## config.mk

```make
export PLATFORM = sky130hd
export DESIGN_NAME = accum_feeder
export DESIGN_NICKNAME = d
export VERILOG_FILES = /design/src/rtl/accum_feeder_pkg.sv /design/src/rtl/accum_feeder_fifo.sv /design/src/rtl/accum_feeder.sv
export SDC_FILE = /design/constraint.sdc
export NUM_CORES = 1
export LEC_CHECK = 0
export CAP_MARGIN = 20
export CORE_MARGIN = 1
export CORE_UTILIZATION = 45
export CTS_BUF_LIST = sky130_fd_sc_hd__clkbuf_8
export DETAILED_ROUTE_END_ITERATION = 10
export PLACE_DENSITY_LB_ADDON = 0.08
export SLEW_MARGIN = 20
export SYNTH_ARGS = -nofsm -noshare
export SYNTH_HDL_FRONTEND = slang
export SYNTH_HIERARCHICAL = 1
export SYNTH_SLANG_ARGS = --single-unit
```

## constraint.sdc

```tcl
create_clock -name clk -period 6.05 [get_ports clk]
set_input_delay 0.9075 -clock clk [delete_from_list [all_inputs] [get_ports clk]]
set_output_delay 0.9075 -clock clk [all_outputs]
set_load 0.03 [all_outputs]
```

## src/rtl/accum_feeder_pkg.sv

```systemverilog
// accum_feeder_pkg: shared FSM state type and default sizing for accum_feeder
package accum_feeder_pkg;
  typedef enum logic [1:0] {IDLE, RUN, DONE} state_t;
  localparam int DEF_W     = 32;
  localparam int DEF_DEPTH = 8;
  localparam int DEF_NITER = 100;
endpackage

```

## src/rtl/accum_feeder_fifo.sv

```systemverilog
// accum_feeder_fifo: DEPTH x W sample buffer with full/empty flags and occupancy level
module accum_feeder_fifo #(
  parameter int W     = 32,
  parameter int DEPTH = 8
) (
  input  logic                   clk,
  input  logic                   rst,
  input  logic                   push,
  input  logic                   pop,
  input  logic [W-1:0]           din,
  output logic [W-1:0]           dout,
  output logic                   full,
  output logic                   empty,
  output logic [$clog2(DEPTH):0] level
);
  localparam int AW = $clog2(DEPTH);
  logic [W-1:0] mem [DEPTH];
  logic [AW-1:0] wp, rp;
  logic wr, rd;
  assign wr    = push && !full;
  assign rd    = pop && !empty;
  assign full  = level == (AW+1)'(DEPTH);
  assign empty = level == '0;
  assign dout  = mem[rp];
  always_ff @(posedge clk or negedge rst)
    if (!rst) begin
      wp    <= '0;
      rp    <= '0;
      level <= '0;
    end else begin
      wp    <= wp + AW'(wr);
      rp    <= rp + AW'(rd);
      level <= level + (AW+1)'(wr) - (AW+1)'(rd);
    end
  always_ff @(posedge clk)
    if (wr) mem[wp] <= din;
endmodule

```

## src/rtl/accum_feeder.sv

```systemverilog
// accum_feeder: buffers upstream samples and issues NITER of them per run to an accumulator.
// Define ACCUM_FEEDER_ZERO_PAD_EN to issue x=0 on empty-buffer cycles instead of stalling.
module accum_feeder
  import accum_feeder_pkg::*;
#(
  parameter int W     = DEF_W,
  parameter int DEPTH = DEF_DEPTH,
  parameter int NITER = DEF_NITER
) (
  input  logic         clk,
  input  logic         rst,
  input  logic         start,
  input  logic         in_valid,
  input  logic [W-1:0] in_data,
  output logic         in_ready,
  output logic         en,
  output logic [W-1:0] x,
  output logic         busy,
  output logic         done
);
  localparam int AW = $clog2(DEPTH);
  localparam logic [AW:0] CAP  = (AW+1)'(DEPTH);
  localparam logic [6:0]  LAST = 7'(NITER);
  state_t state;
  logic [6:0] cnt;
  logic [AW:0] level;
  logic [W-1:0] head;
  logic full, empty, last, issue, pop, fire;
  assign last  = cnt == LAST;
  assign issue = state == RUN && !last;
  assign pop   = issue && !empty;
`ifdef ACCUM_FEEDER_ZERO_PAD_EN
  assign fire = issue;
`else
  assign fire = pop;
`endif
  assign in_ready = rst && level < CAP;
  accum_feeder_fifo #(.W(W), .DEPTH(DEPTH)) u_fifo (
    .clk   (clk),
    .rst   (rst),
    .push  (in_valid && !full),
    .pop   (pop),
    .din   (in_data),
    .dout  (head),
    .full  (full),
    .empty (empty),
    .level (level)
  );
  // cnt counts issued en cycles; it is held at zero while idle so each run starts fresh
  always_ff @(posedge clk or negedge rst)
    if (!rst) begin
      state <= IDLE;
      cnt   <= '0;
      en    <= 1'b0;
      x     <= '0;
      busy  <= 1'b0;
      done  <= 1'b0;
    end else begin
      state <= state == IDLE ? (start ? RUN : IDLE) : state == RUN ? (last ? DONE : RUN) : IDLE;
      cnt   <= state == IDLE ? '0 : cnt + 7'(fire);
      en    <= fire;
      x     <= pop ? head : '0;
      busy  <= state == IDLE ? start : state == RUN;
      done  <= state == RUN && last;
    end
endmodule

```

==> results.py, run 1 <==
metrics = {
    "floorplanning": {
        "io_pins": 72,
        "core_area_um2": 25900,
        "start_util": 0.457,
        "dieArea_um2": 27000,
        "die_x_um": 164,
        "row_count": 59,
        "dieHeight_um": 164,
    },
    "setup_path": {
        "startpoint_type": "input pin",
        "end_kind": "output port",
        "critPathMaxFanout": 55,
        "r2r_slack_ps": 3010,
        "cp_data_required_time_ps": 5140,
        "crit_type": "input pin to output port",
        "cp_data_arrival_time_ps": 2440,
        "reg2reg_depth": 7,
    },
    "sta": {
        "finalSetupViolations": 0,
        "tightest_slew_ps": 1020,
        "finalSetupTns_ps": 0,
        "slew_headroom": 0.320,
        "rsz0062_at_grt": "false",
        "period_minus_slack_ps": 3350,
        "fmax_ghz": 0.299,
        "fin_crit_sh": 0.553,
        "maxSlewViolCount": 0,
        "setup_ws_ps": 2700,
        "fin_skew_ps": 23.4,
        "hold_viol": 0,
    },
    "cts": {
        "cts_tree": "done",
        "cts_hold_buf": 0,
        "cts_buffers": 51,
        "insertion_delay_ps": 570,
        "cts-root-buf": "clkbuf_8",
        "post_cts_buffers": 0,
        "cts.sinks": 310,
        "cts_resized": 0,
        "cts_buffer_depth": 3,
        "path_clk_slew_ps": 50,
        "cts_max_level": 2,
    },
    "logic_synthesis": {
        "synth_seq_area_share": 0.763,
        "synth_top_area_frac": 0.649,
        "syn_inst": 535,
        "synth_area_um2": 11800,
        "ys_warn_count": 6,
        "synth-seq-cells": 310,
        "yosys-top-cells-area": "edfxtp_1, dfrtp_1, mux4_2",
        "syn_area_per_cell_um2": 22.1,
        "ys_types": 33,
        "syn-num-nets": 584,
        "synth_top_cell_by_area": "edfxtp_1",
    },
    "final_layout": {
        "final_nets": 699,
        "syn2layout_area_growth_pct": 18.3,
        "fin_cells": 1026,
        "antenna_cells": 0,
        "layout_commonest_cell": "edfxtp_1",
        "drive_above_1_share": 0.236,
        "mostFrequentLayoutCells": "edfxtp_1, clkdlybuf4s50_1, clkbuf_8",
    },
    "route": {
        "drc_errors": 0,
        "drt_iter0_drc": 300,
        "post_drt_wl_per_cell_um": 21.0,
        "ant_nets": 0,
        "totalWireLength_mm": 21.5,
        "vias": 5403,
        "routed_via_density": 5.27,
        "dr.pass1.iters": 6,
    },
    "worst_hold_path": {
        "worstHoldPathCells": 1,
        "hp-class": "flop to flop",
    },
    "global_routing": {
        "grt_pass1_wl_mm": 33.3,
        "gr-total-overflow": 0,
        "grt_pass1_vias": 5785,
        "antenna_found_initial": 0,
        "grt_start_max_net_pins": 56,
        "track_usage": 0.170,
    },
    "placement": {
        "place_congestion": 0.699,
        "place.port_buffers": 71,
        "post-dp-hpwl_mm": 12.2,
        "placed_cells": 932,
        "pre_cts_slack_ps": 2430,
    },
    "run_status": {
        "status": "complete, no violations",
    },
    "power_and_ir_drop": {
        "max-vdd-ir-drop_mv": 0.276,
        "p_per_area_nw_per_um2": 485,
        "p_leak_nw": 4.88,
    },
    "flow_run": {
        "drv_cap": 0,
    },
}
[synthesized netlist by cell type (all sizes together)]
library cell	number
o21ai	2
nor2b	5
nand3	5
edfxtp	256
mux4	64
inv	8
ha	12
clkbuf	1
xnor2	1
dfrtp	54
mux2	32
nand3b	1
a21o	1
nand2b	3
nor2	15
a311oi	1
or3b	1
fa	1
nand2	4
nor3	2
or3	2
and2	32
a21oi	3
o21a	1
and4bb	1
nor3b	1
buf	20
xor2	6
[worst max-delay path: stages]
cell and delay, ps:
buf_2 80, buf_4 570, nor2b_1 200, clkdlybuf4s50_1 670
[routing by layer]
| metal | share of wire | GRT usage | up-vias |
|---|---|---|---|
| li1 | - | - | 2398 |
| met1 | 0.44 | 0.226 | 2843 |
| met2 | 0.50 | 0.279 | 117 |
| met3 | 0.039 | 0.0351 | 45 |
| met4 | 0.021 | 0.0572 | 0 |
| met5 | 0 | 0 | - |
[power breakdown]
group | internal [W] | switching [W]
Sequential | 0.00278 | 0.000246
Combinational | 0.00107 | 0.00102
Clock | 0.000902 | 0.000781
[kinds of logic (layout without fill, tap and decap cells)]
logic type / after synthesis / after routing / synth area share
XOR/XNOR: 7 / 7 / 0.00517
adder cells (fa/ha/maj): 13 / 13 / 0.0144
buffers and inverters: 29 / 185 / 0.0169
AO/OA/AOI/OAI: 8 / 8 / 0.00560
AND/OR/NAND/NOR: 72 / 72 / 0.0345
flip-flops: 310 / 310 / 0.763
multiplexers: 96 / 96 / 0.161
[path summary, 6_finish.rpt]
path	from	endpoint
setup reg to reg	u_fifo/level[3]	u_fifo/mem[0][2]
hold / removal	state[1]	busy
setup / recovery	rst	in_ready
max in group asynchronous	rst	u_fifo/rp[0]
hold reg to reg	state[1]	busy
min in group asynchronous	rst	cnt[4]
[flip-flops by register name, summed over array words and instances (netlist names)]
| signal | count |
|---|---|
| done | 1 |
| x | 32 |
| cnt | 7 |
| u_fifo/level | 4 |
| u_fifo/mem | 256 |
| busy | 1 |
| u_fifo/wp | 3 |
| u_fifo/rp | 3 |
| state | 2 |
| en | 1 |
[through the flow]
| step | hold WS (ps) | total power, W | util | cell area [um^2] |
|---|---|---|---|---|
| final | 459 | 0.00679 | 0.541 | 14000 |
| after global routing | 480 | 0.00717 | 0.541 | 14000 |
| after floorplan | 429 | 0.00451 | - | 11800 |
| after global placement | 450 | 0.00512 | 0.499 | 12900 |
| after detailed placement | 458 | 0.00521 | 0.504 | 13100 |
| after CTS | 462 | 0.00693 | 0.541 | 14000 |
[area by class of cell]
type	instances	area, um^2
clock inverters	37	174
clock buffers	57	785
flip-flops and latches	310	9040
inverters	8	30.0
multi-input cells	196	2670
repair buffers	83	888
fillers	2003	11900
well taps	335	419
(Power assumes the default switching activity.)
==> run 2: changes to the inputs <==
Clock period 6.05 ns to 2.8 ns, I/O delays scaled along.
==> run 2 against run 1 <==
Setup slack worse by 2400 ps. Clock skew fell by 1.7 ps. Register-to-register slack lost 2700 ps. Combinational power up 130%. Largest cell class unchanged. Highest routed layer unchanged.
==> results.py, run 2 (synthesis gave the netlist of run 1 again) <==
metrics = {
    "run_status": {
        "status": "complete, no violations",
    },
    "sta": {
        "tightest_slew_ps": 791,
        "maxSlewViolCount": 0,
        "rsz0062_at_grt": "false",
        "fmax_ghz": 0.399,
        "fin_crit_sh": 0.896,
        "slew_headroom": 0.473,
        "fin_skew_ps": 21.7,
        "finalSetupViolations": 0,
        "whs_ps": 34.0,
        "period_minus_slack_ps": 2510,
        "hold_viol": 0,
    },
    "cts": {
        "insertion_delay_ps": 570,
        "cts_buffers": 53,
        "cts-root-buf": "clkbuf_8",
        "post_cts_buffers": 0,
        "cts.sinks": 310,
        "cts_buffer_depth": 3,
        "cts_tree": "done",
        "cts_hold_buf": 0,
        "cts_resized": 0,
        "cts_max_level": 2,
        "path_clk_slew_ps": 60,
    },
    "setup_path": {
        "cpMostUsedCell": "ha_1",
        "cp_data_required_time_ps": 3280,
        "slowest_stage": "buf_4",
        "end_kind": "flop",
        "slowest_delay_ps": 440,
        "r2r_start": "u_fifo/level[3]",
        "worst-path-buf-inv": 2,
        "crit_type": "flop to flop",
        "worstPathCellList": "inv_1 > ha_1 > nor3b_1 > a311oi_4 > buf_4 > ha_1 > ha_1 > nand3_1 > or3_1 > a21oi_1",
        "worstSetupStartpoint": "u_fifo/level[3]",
        "critPathMaxFanout": 34,
        "cp_data_arrival_time_ps": 2990,
        "startpoint_type": "flop",
        "cp_top_family": "adder cells",
    },
    "floorplanning": {
        "row_count": 59,
        "io_pins": 72,
        "start_util": 0.457,
        "dieArea_um2": 27000,
        "core_area_um2": 25900,
        "dieHeight_um": 164,
        "die_x_um": 164,
    },
    "route": {
        "ant_nets": 0,
        "drc_errors": 0,
        "dr.pass1.iters": 4,
        "routed_via_density": 5.25,
        "totalWireLength_mm": 22.3,
        "post_drt_wl_per_cell_um": 21.3,
        "drt_iter0_drc": 297,
        "vias": 5477,
    },
    "final_layout": {
        "mostFrequentLayoutCells": "edfxtp_1, clkdlybuf4s50_1, clkbuf_8",
        "antenna_cells": 0,
        "syn2layout_area_growth_pct": 20.2,
        "layout_commonest_cell": "edfxtp_1",
        "final_nets": 714,
        "largest_reg_flops": 256,
        "fin_cells": 1043,
        "regMostFlops": "u_fifo/mem",
        "drive_above_1_share": 0.274,
        "reg.largest.list": "u_fifo/mem (256), x (32), cnt (7)",
    },
    "global_routing": {
        "antenna_found_initial": 0,
        "grt_pass1_wl_mm": 34.2,
        "gr-total-overflow": 0,
        "grt_start_max_net_pins": 66,
        "grt_pass1_vias": 5918,
        "track_usage": 0.174,
    },
    "placement": {
        "placed_cells": 945,
        "place_congestion": 0.689,
        "place.port_buffers": 71,
        "post-dp-hpwl_mm": 12.5,
    },
    "flow_run": {
        "drv_cap": 0,
    },
    "worst_hold_path": {
        "hp-class": "input pin to async pin",
    },
    "power_and_ir_drop": {
        "max-vdd-ir-drop_mv": 0.439,
        "p_per_area_nw_per_um2": 1070,
        "p_leak_nw": 4.99,
    },
}
-- run 2: cell types whose count changed in the layout (fill, tap and decap cells not counted), sizes merged --
| cell | change |
|---|---|
| buf | +13 |
| bufinv | +2 |
| clkbuf | +2 |
| clkinv | +8 |
| clkinvlp | +1 |
| inv | -9 |
-- run 2: final cells by class --
class	instances	area (um^2)
inverters	8	30.0
clock buffers	59	812
fillers	2029	11700
flip-flops and latches	310	9040
well taps	335	419
repair buffers	96	1010
clock inverters	39	254
multi-input cells	196	2680
-- run 2: per-layer routing --
layer,vias to the layer above,share of wire,routed length [um],track usage
li1,2433,-,-,-
met1,2888,0.43,9550,0.221
met2,121,0.51,11300,0.295
met3,35,0.043,959,0.0361
met4,0,0.022,482,0.0657
met5,-,0,0,0
-- run 2: final timing paths --
path | to | slack, ps | cells past startpoint
worst max-delay path | cnt[6] | 290 | 10
worst min-delay path | x[11] | 30 | 2
worst max register to register | cnt[6] | 290 | 10
worst min register to register | busy | 470 | 1
max in group asynchronous | u_fifo/rp[0] | 2180 | 2
min in group clk | busy | 450 | 3
-- run 2: through the flow --
stage / total power, W / setup slack [ps] / instance area (um^2) / util / setup TNS (ps)
after CTS: 0.0155 / 247 / 14200 / 0.550 / 0
after floorplan: 0.00974 / -121 / 11900 / - / -22390
after detailed placement: 0.0114 / 237 / 13200 / 0.509 / 0
final: 0.0152 / 291 / 14200 / 0.550 / 0
after global routing: 0.0160 / 55.1 / 14200 / 0.550 / 0
after global placement: 0.0113 / 287 / 13200 / 0.509 / 0
-- run 2: power breakdown --
group          internal [W]  switching (W)  leakage (nW)
clock               0.00222        0.00176         0.596
sequential          0.00600       0.000476          2.95
combinational       0.00242        0.00232          1.44
-- run 2: worst register-to-register path, cell delays in order (launching register included) --
cell and delay (ps):
dfrtp_1 370, inv_1 50, ha_1 170, nor3b_1 170, a311oi_4 220, buf_4 440, ha_1 270, ha_1 210
nand3_1 100, or3_1 310, a21oi_1 140
